`config.mk`:
```
export PLATFORM = sky130hd
export DESIGN_NAME = sipo_rx_ctrl
export DESIGN_NICKNAME = d
export VERILOG_FILES = /design/src/rtl/sipo_pkg.sv /design/src/rtl/sipo_shift_core.sv /design/src/rtl/sipo_rx_ctrl.sv
export SDC_FILE = /design/constraint.sdc
export NUM_CORES = 1
export LEC_CHECK = 0
export CAP_MARGIN = 20
export CORE_ASPECT_RATIO = 0.6
export CORE_MARGIN = 1
export CORE_UTILIZATION = 41
export DETAILED_ROUTE_END_ITERATION = 7
export PLACE_DENSITY = 0.73
export SLEW_MARGIN = 20
export SYNTH_ARGS = -nofsm -noshare
export SYNTH_HDL_FRONTEND = slang
export SYNTH_SLANG_ARGS = --single-unit
export TNS_END_PERCENT = 1
```
`constraint.sdc`:
```
create_clock -name clk -period 3.65 [get_ports clk]
set_input_delay 0.9125 -clock clk [delete_from_list [all_inputs] [get_ports clk]]
set_output_delay 0.9125 -clock clk [all_outputs]
set_load 0.1 [all_outputs]
```
`src/rtl/sipo_pkg.sv`:
```
// Shared types and constants for the serial-in/parallel-out receive path.
package sipo_pkg;

    // Frame controller states.
    typedef enum logic [1:0] {
        ST_IDLE  = 2'd0,
        ST_SHIFT = 2'd1,
        ST_HOLD  = 2'd2
    } state_e;

    // Shift direction encodings, matching the dir input.
    localparam logic DIR_LEFT  = 1'b0;
    localparam logic DIR_RIGHT = 1'b1;

endpackage

```
`src/rtl/sipo_shift_core.sv`:
```
// Plain shift register core: synchronous clear (wins over enable), then a
// one-position shift in the selected direction when enabled.
module sipo_shift_core
    import sipo_pkg::*;
#(
    parameter int WIDTH = 8
) (
    input  logic             clk,
    input  logic             rst,
    input  logic             clr,
    input  logic             en,
    input  logic             dir,
    input  logic             sin,
    output logic [WIDTH-1:0] q
);

    logic [WIDTH-1:0] q_q;
    logic [WIDTH-1:0] q_d;

    // Next word: clear, shift left (sin enters LSB) or right (sin enters MSB).
    always_comb begin
        q_d = q_q;
        if (clr) begin
            q_d = '0;
        end else if (en) begin
            if (dir == DIR_LEFT) begin
                q_d = {q_q[WIDTH-2:0], sin};
            end else begin
                q_d = {sin, q_q[WIDTH-1:1]};
            end
        end
    end

    // Core register.
    always_ff @(posedge clk) begin
        if (rst) begin
            q_q <= '0;
        end else begin
            q_q <= q_d;
        end
    end

    assign q = q_q;

endmodule

```
`src/rtl/sipo_rx_ctrl.sv`:
```
// Frame controller for a serial-in/parallel-out receiver. A start pulse opens
// a frame and latches the direction; exactly WIDTH qualified bits are shifted
// into the core, then the word is held on the output handshake.
//
// Output handshake: out_valid stays high with out_data stable until an edge
// on which out_valid and out_ready are both high; that edge transfers the
// word and out_valid drops the next cycle. out_ready is ignored while
// out_valid is low. Bits arriving while the word is held are dropped and
// set the sticky overrun flag.
module sipo_rx_ctrl
    import sipo_pkg::*;
#(
    parameter int WIDTH = 8
) (
    input  logic                       clk,
    input  logic                       rst,
    input  logic                       start,
    input  logic                       dir,
    input  logic                       sin_valid,
    input  logic                       sin,
    output logic                       busy,
    output logic [$clog2(WIDTH+1)-1:0] bit_cnt,
    output logic                       out_valid,
    input  logic                       out_ready,
    output logic [WIDTH-1:0]           out_data,
    output logic                       overrun,
    output logic [1:0]                 dbg_state_o
);

    localparam int CW = $clog2(WIDTH + 1);
    localparam logic [CW-1:0] LAST_CNT = CW'(WIDTH - 1);

    state_e           state_q, state_d;
    logic [CW-1:0]    cnt_q, cnt_d;
    logic             dir_q, dir_d;
    logic             ovr_q, ovr_d;
    logic [WIDTH-1:0] data_q, data_d;

    logic             core_clr;
    logic             core_en;
    logic [WIDTH-1:0] core_word;
    logic [WIDTH-1:0] core_shifted;

    sipo_shift_core #(
        .WIDTH (WIDTH)
    ) u_core (
        .clk (clk),
        .rst (rst),
        .clr (core_clr),
        .en  (core_en),
        .dir (dir_q),
        .sin (sin),
        .q   (core_word)
    );

    // Word the core will hold after this cycle's shift; captured into the
    // output register on the final bit so out_data is valid with out_valid.
    always_comb begin
        if (dir_q == DIR_LEFT) begin
            core_shifted = {core_word[WIDTH-2:0], sin};
        end else begin
            core_shifted = {sin, core_word[WIDTH-1:1]};
        end
    end

    // Next-state, counter, overrun and core control decode.
    always_comb begin
        state_d  = state_q;
        cnt_d    = cnt_q;
        dir_d    = dir_q;
        ovr_d    = ovr_q;
        data_d   = data_q;
        core_clr = 1'b0;
        core_en  = 1'b0;
        case (state_q)
            ST_IDLE: begin
                // A bit without start is simply dropped here.
                if (start) begin
                    dir_d    = dir;
                    cnt_d    = '0;
                    ovr_d    = 1'b0;
                    core_clr = 1'b1;
                    state_d  = ST_SHIFT;
                end
            end
            ST_SHIFT: begin
                if (start) begin
                    // Abort and restart the frame; a same-cycle bit is ignored.
                    dir_d    = dir;
                    cnt_d    = '0;
                    ovr_d    = 1'b0;
                    core_clr = 1'b1;
                end else if (sin_valid) begin
                    core_en = 1'b1;
                    cnt_d   = cnt_q + CW'(1);
                    if (cnt_q == LAST_CNT) begin
                        data_d  = core_shifted;
                        state_d = ST_HOLD;
                    end
                end
            end
            ST_HOLD: begin
                // Core and word frozen; start is not queued.
                if (sin_valid) begin
                    ovr_d = 1'b1;
                end
                if (out_ready) begin
                    cnt_d   = '0;
                    state_d = ST_IDLE;
                end
            end
            default: begin
                state_d = ST_IDLE;
            end
        endcase
    end

    // Controller registers.
    always_ff @(posedge clk) begin
        if (rst) begin
            state_q <= ST_IDLE;
            cnt_q   <= '0;
            dir_q   <= DIR_LEFT;
            ovr_q   <= 1'b0;
            data_q  <= '0;
        end else begin
            state_q <= state_d;
            cnt_q   <= cnt_d;
            dir_q   <= dir_d;
            ovr_q   <= ovr_d;
            data_q  <= data_d;
        end
    end

    assign busy        = (state_q == ST_SHIFT);
    assign out_valid   = (state_q == ST_HOLD);
    assign bit_cnt     = cnt_q;
    assign out_data    = data_q;
    assign overrun     = ovr_q;
    assign dbg_state_o = state_q;

endmodule

```
==> run_results.csv, run 1 <==
group,metric,value,unit
synthesis,synth_edf_count,0,
clock_network,post_cts_buffers,0,
synthesis,synth_top_flop_cell,"dfxtp_1",
die,core,2560,um2
clock_network,clockRootBuffer,"clkbuf_8",
routing,wl,2370,um
critical_path,path_delay_family,"buffers and inverters",
synthesis,synthTopCellsByCount,"dfxtp_1 (24), a211oi_2 (13), a21oi_1 (11), nor2_1 (10), mux2i_1 (9)",
clock_network,postCtsHoldBufs,0,
synthesis,synth.most_common_cell,"dfxtp_1",
routing,wl_per_cell,14.8,um
routing,dr_wl_met2,982,um
finish,finalNonFillerCells,160,
critical_path,crit_chain,"clkdlybuf4s50_1",
routing,firstDrtPassIters,7,
place,place_hpwl,1760,um
min_path,hold_path.class,"flip-flop to flip-flop",
clock_network,clk_pin_slew,0.08,ns
place,pre_cts_ws,0.904,ns
min_path,whs_path_depth,1,
clock_network,cts_buffers,3,
sta,finalCritPeriodShare,73.8,%
sta,layout_min_cycle_time,2.69,ns
sta,fmax,0.371,GHz
clock_network,cts.sink_count,24,
place,placed_cell_area,1330,um2
finish,fin_nets,138,
routing,vias_per_cell,5.73,
die,dieArea,3000,um2
power,p_total,0.475,mW
power,leakagePower,0.449,nW
synthesis,yosys.area.top_type,"dfxtp_1",
critical_path,reg2reg_depth,4,
routing,met1_length,1260,um
global_route,grt_max_degree,27,
critical_path,max_stage_delay,1.15,ns
place,dp_cells,157,
die,die_w,70.0,um
power,vdd_drop_max,0.190,mV
die,io_pins,24,
critical_path,critPathCaptureType,"output port",
critical_path,r2r_end,"out_data[5]",
routing,postRouteAntennaNets,0,
critical_path,regToRegStartpoint,"bit_cnt[1]",
sta,grt_setup_unrepaired,"false",
synthesis,ys_top_cells_by_area,"dfxtp_1 (42%), a211oi_2 (14%), mux2i_1 (7.9%)",
power,power_density,347,nW/um2
routing,via_count,917,
critical_path,worst_path_max_delay_cell,"clkdlybuf4s50_1",
sta,tightest_slew,0.974,ns
clock_network,cts_buffer_depth,2,
sta,slew_headroom,34.9,%
sta,finalClockSkew,0.00118,ns
global_route,grt_pass1_wl,4100,um
global_route,overflow,0,
sta,tns,0,ns
synthesis,synth_cell_type_count,33,
die,rows,14,
sta,finalHoldViolations,0,
run_status,status,"finished, final reports clean",
sta,slew_violations,0,
clock_network,cts_resized,0,
critical_path,worstPathArrival,1.78,ns
sta,setup_viol,0,
die,start_util,44.5,%
sta,worst_slack,0.956,ns
finish,antennaDiodeCount,0,
die,die_h,42.8,um
place,io_buffers,23,
critical_path,r2r_setup_slack,1.88,ns
synthesis,yosys_warnings,0,
critical_path,critPathLaunchType,"flip-flop",
critical_path,crit_type,"flip-flop to output port",
min_path,holdPathEnd,"overrun",
routing,wl_met3,116,um
synthesis,netlist_instances,110,
critical_path,crit_fanout,2,
critical_path,cp.required,2.74,ns
place,gp_congestion,0.776,
global_route,grt_pass1_vias,893,
job,drv_cap,0,
clock_network,cts_max_level,1,
synthesis,synthesis.area,1140,um2
global_route,grt_usage,17.5,%
finish,drive_gt1_share,20.3,%
finish,stdcell_area,1370,um2
min_path,holdCritStartpoint,"overrun",
synthesis,synth_top_area_share,42.2,%
routing,drc,0,
critical_path,crit_buf_inv,1,
routing,top_layer,"met4",
synthesis,ys_seq_area_share,42.2,%
synthesis,syn_area_per_cell,10.3,um2
routing,drt_iter0_markers,34,
global_route,antenna_found_initial,0,
finish,area_delta_synth_final,20.5,%
clock_network,clock_latency,0.26,ns
clock_network,cts_tree,"done",
synthesis,async_flop_share,0,%
synthesis,syn_nets,118,
synthesis,ys_seq_elements,24,
## how the worst max path moves through the flow
stage / from / endpoint / slack [ns] / cells after the start
2_1_floorplan: dbg_state_o[1] / out_valid / 0.09 / 2
3_3_place_gp: sin_valid / out_data[1] / 0.97 / 5
3_5_place_dp: sin_valid / out_data[4] / 0.90 / 5
4_1_cts: out_data[7] / out_data[7] / 0.96 / 1
5_1_grt: out_data[7] / out_data[7] / 0.91 / 1
6_report: out_data[7] / out_data[7] / 0.96 / 1
## per-layer routing
layer | GRT usage [%] | up-vias
met5 | 0 | -
met4 | 3.60 | 0
li1 | - | 443
met1 | 24.1 | 447
met2 | 26.7 | 25
met3 | 5.70 | 2
## cell families after synthesis
family | count (synthesis) | share of synthesized area (%)
compound gates | 36 | 26.8
simple gates | 28 | 15.1
flops | 24 | 42.2
buf+inv | 12 | 6.82
mux | 9 | 7.92
fa+ha+maj | 1 | 1.10
## layout make-up
cell class                 count  area [um2]
clock buffer                   3        41.3
fill                         220        1190
inverter                       3        11.3
multi-input combinational     74         579
sequential                    24         480
tap                           32        40.0
timing repair buffer          24         218
## report_power, final
group | switching, mW | total [mW] | internal [mW]
Clock | 0.0781 | 0.152 | 0.0737
Combinational | 0.0347 | 0.0530 | 0.0183
Sequential | 0.00568 | 0.271 | 0.265
Total | 0.118 | 0.475 | 0.357
## through the flow
step / hold WS (ns) / util [%]
after detailed placement: 0.458 / 52.0
after CTS: 0.477 / 53.6
after global placement: 0.457 / 52.0
final: 0.473 / 53.6
after floorplan: 0.477 / -
after global routing: 0.499 / 53.6
## state kept, by name (all words and copies together) (netlist names)
name         flops
out_data         8
u_core.q         8
bit_cnt          4
dir_q            1
dbg_state_o      2
overrun          1
## cell usage in the layout, fill, tap and decap left out
cell	n
and3b_1	1
o21a_1	1
a211oi_1	3
a32o_1	1
nor2_1	10
inv_1	3
a21oi_1	11
nand3_1	1
buf_4	9
nor2b_1	3
and4bb_1	1
a21boi_1	1
nor4b_2	1
mux2i_1	9
or3_1	1
dfxtp_1	24
clkbuf_8	3
and3_1	1
ha_1	1
o211ai_1	3
nand4bb_1	1
and2_1	1
clkdlybuf4s50_1	15
nand3b_1	2
nand2_1	1
nand4_1	1
a31oi_1	2
a211oi_2	13
o21ai_0	1
nand2b_1	2
or2_1	1
(Power assumes the default switching activity.)
==> inputs of run 2 (changes only) <==
--- a/config.mk
+++ b/config.mk
@@ -10,7 +10,7 @@
 export CORE_MARGIN = 1
 export CORE_UTILIZATION = 41
 export DETAILED_ROUTE_END_ITERATION = 7
-export PLACE_DENSITY = 0.73
+export PLACE_DENSITY = 0.76
 export SLEW_MARGIN = 20
 export SYNTH_ARGS = -nofsm -noshare
 export SYNTH_HDL_FRONTEND = slang
==> constraint.sdc (replaced) <==
create_clock -name clk -period 2.47 [get_ports clk]
set_input_delay 0.6175 -clock clk [delete_from_list [all_inputs] [get_ports clk]]
set_output_delay 0.6175 -clock clk [all_outputs]
set_load 0.1 [all_outputs]
==> run_results.csv, run 2 (synthesis results as in run 1) <==
group,metric,value,unit
power,p_clk_share,35.6,%
die,rows,14,
routing,wl,2460,um
clock_network,clockRootBuffer,"clkbuf_8",
critical_path,crit_fanout,8,
die,start_util,44.5,%
critical_path,crit_start,"dbg_state_o[0]",
clock_network,cts.sink_count,24,
global_route,grt_max_degree,26,
finish,layout_commonest_cell,"dfxtp_1",
critical_path,critPathLaunchType,"flip-flop",
power,p_int,0.564,mW
die,io_pins,24,
routing,drt_iter0_markers,36,
die,dieArea,3000,um2
finish,final_cell_mix,"dfxtp_1 (24), buf_4 (21), a211oi_2 (13), a21oi_1 (11), nor2_1 (10)",
job,drv_cap,0,
global_route,grt_usage,17.6,%
sta,layout_min_cycle_time,1.91,ns
power,power_density,531,nW/um2
clock_network,cts_resized,0,
critical_path,worstPathArrival,1.29,ns
clock_network,cts_tree,"done",
power,leakagePower,0.498,nW
critical_path,crit_chain,"nor2b_2 > buf_4",
die,die_w,70.0,um
sta,slew_headroom,66.7,%
critical_path,crit_type,"flip-flop to output port",
sta,fmax,0.523,GHz
finish,fin_nets,142,
routing,vias_per_cell,5.44,
clock_network,cts_buffers,3,
clock_network,cts_max_level,1,
sta,grt_setup_unrepaired,"false",
routing,via_count,897,
critical_path,worst_path_max_delay_cell,"dfxtp_1",
run_status,status,"finished, final reports clean",
sta,tightest_slew,0.499,ns
sta,finalCritPeriodShare,77.4,%
finish,antennaDiodeCount,0,
power,power_frac_comb,11.0,%
critical_path,path_delay_family,"flip-flops",
sta,finalHoldViolations,0,
die,core,2560,um2
critical_path,regToRegStartpoint,"bit_cnt[1]",
clock_network,post_cts_buffers,0,
finish,drive_gt1_share,31.6,%
global_route,grt_pass1_wl,4060,um
place,io_buffers,23,
critical_path,max_stage_delay,0.51,ns
clock_network,cts_buffer_depth,2,
die,die_h,42.8,um
power,p_total,0.750,mW
sta,finalClockSkew,0.00457,ns
sta,tns,0,ns
finish,utilization,55.3,%
min_path,hold_path.class,"flip-flop to flip-flop",
critical_path,critPathCaptureType,"output port",
finish,area_delta_synth_final,24.3,%
min_path,holdCritStartpoint,"overrun",
critical_path,cp.required,1.85,ns
critical_path,crit_buf_inv,1,
place,place_hpwl,1840,um
global_route,grt_pass1_vias,835,
routing,postRouteAntennaNets,0,
sta,setup_viol,0,
power,vdd_drop_max,0.347,mV
routing,drc,0,
sta,slew_violations,0,
global_route,overflow,0,
clock_network,clk_pin_slew,0.08,ns
power,p_seq_share,53.4,%
clock_network,postCtsHoldBufs,0,
routing,firstDrtPassIters,4,
place,gp_congestion,0.799,
global_route,antenna_found_initial,0,
power,p_sw,0.186,mW
clock_network,clock_latency,0.27,ns
routing,wl_per_cell,14.9,um
power,p_sw_share,24.8,%
## run 2: cell types whose count changed in the layout (fill, tap and decap cells not counted), sizes merged
cell / delta
clkbuf: +1
clkdlybuf4s50: -9
buf: +13
## run 2: path summary, 6_finish.rpt
kind                 end  slack, ns  cells after the start
max                 busy       0.56                      2
min              overrun       0.48                      1
max reg2reg  out_data[1]       0.84                      5
min reg2reg      overrun       0.48                      1
## run 2: per-layer routing
layer	track usage [%]	up-vias	wire [um]	share of wire, %
met5	0	-	0	0
met1	24.4	423	1290	53
met3	5.94	4	104	4.2
met2	25.4	20	1030	42
li1	-	450	-	-
met4	6.00	0	31	1.3
## run 2: final cells by class
type                    count  area [um2]
fillers                   222        1140
multi-input cells          74         589
inverters                   3        11.3
clock buffers               4        55.1
repair buffers             28         238
well taps                  32        40.0
flip-flops and latches     24         480
## run 2: metrics by stage
stage,hold WS (ns),worst slack (ns),instances,instance area (um2)
floorplan,0.477,-0.203,110,1150
global placement,0.469,0.345,161,1360
detailed placement,0.466,0.301,161,1360
CTS,0.485,0.548,165,1410
global route,0.517,0.469,165,1410
finish,0.480,0.558,165,1410
## run 2: power groups by stage
stage               registers (mW)  logic [mW]  clock network (mW)
floorplan                    0.417      0.0485                   0
global placement             0.409      0.0804                   0
detailed placement           0.410      0.0822                   0
CTS                          0.401      0.0823               0.273
global route                 0.402      0.0873               0.291
finish                       0.401      0.0827               0.267
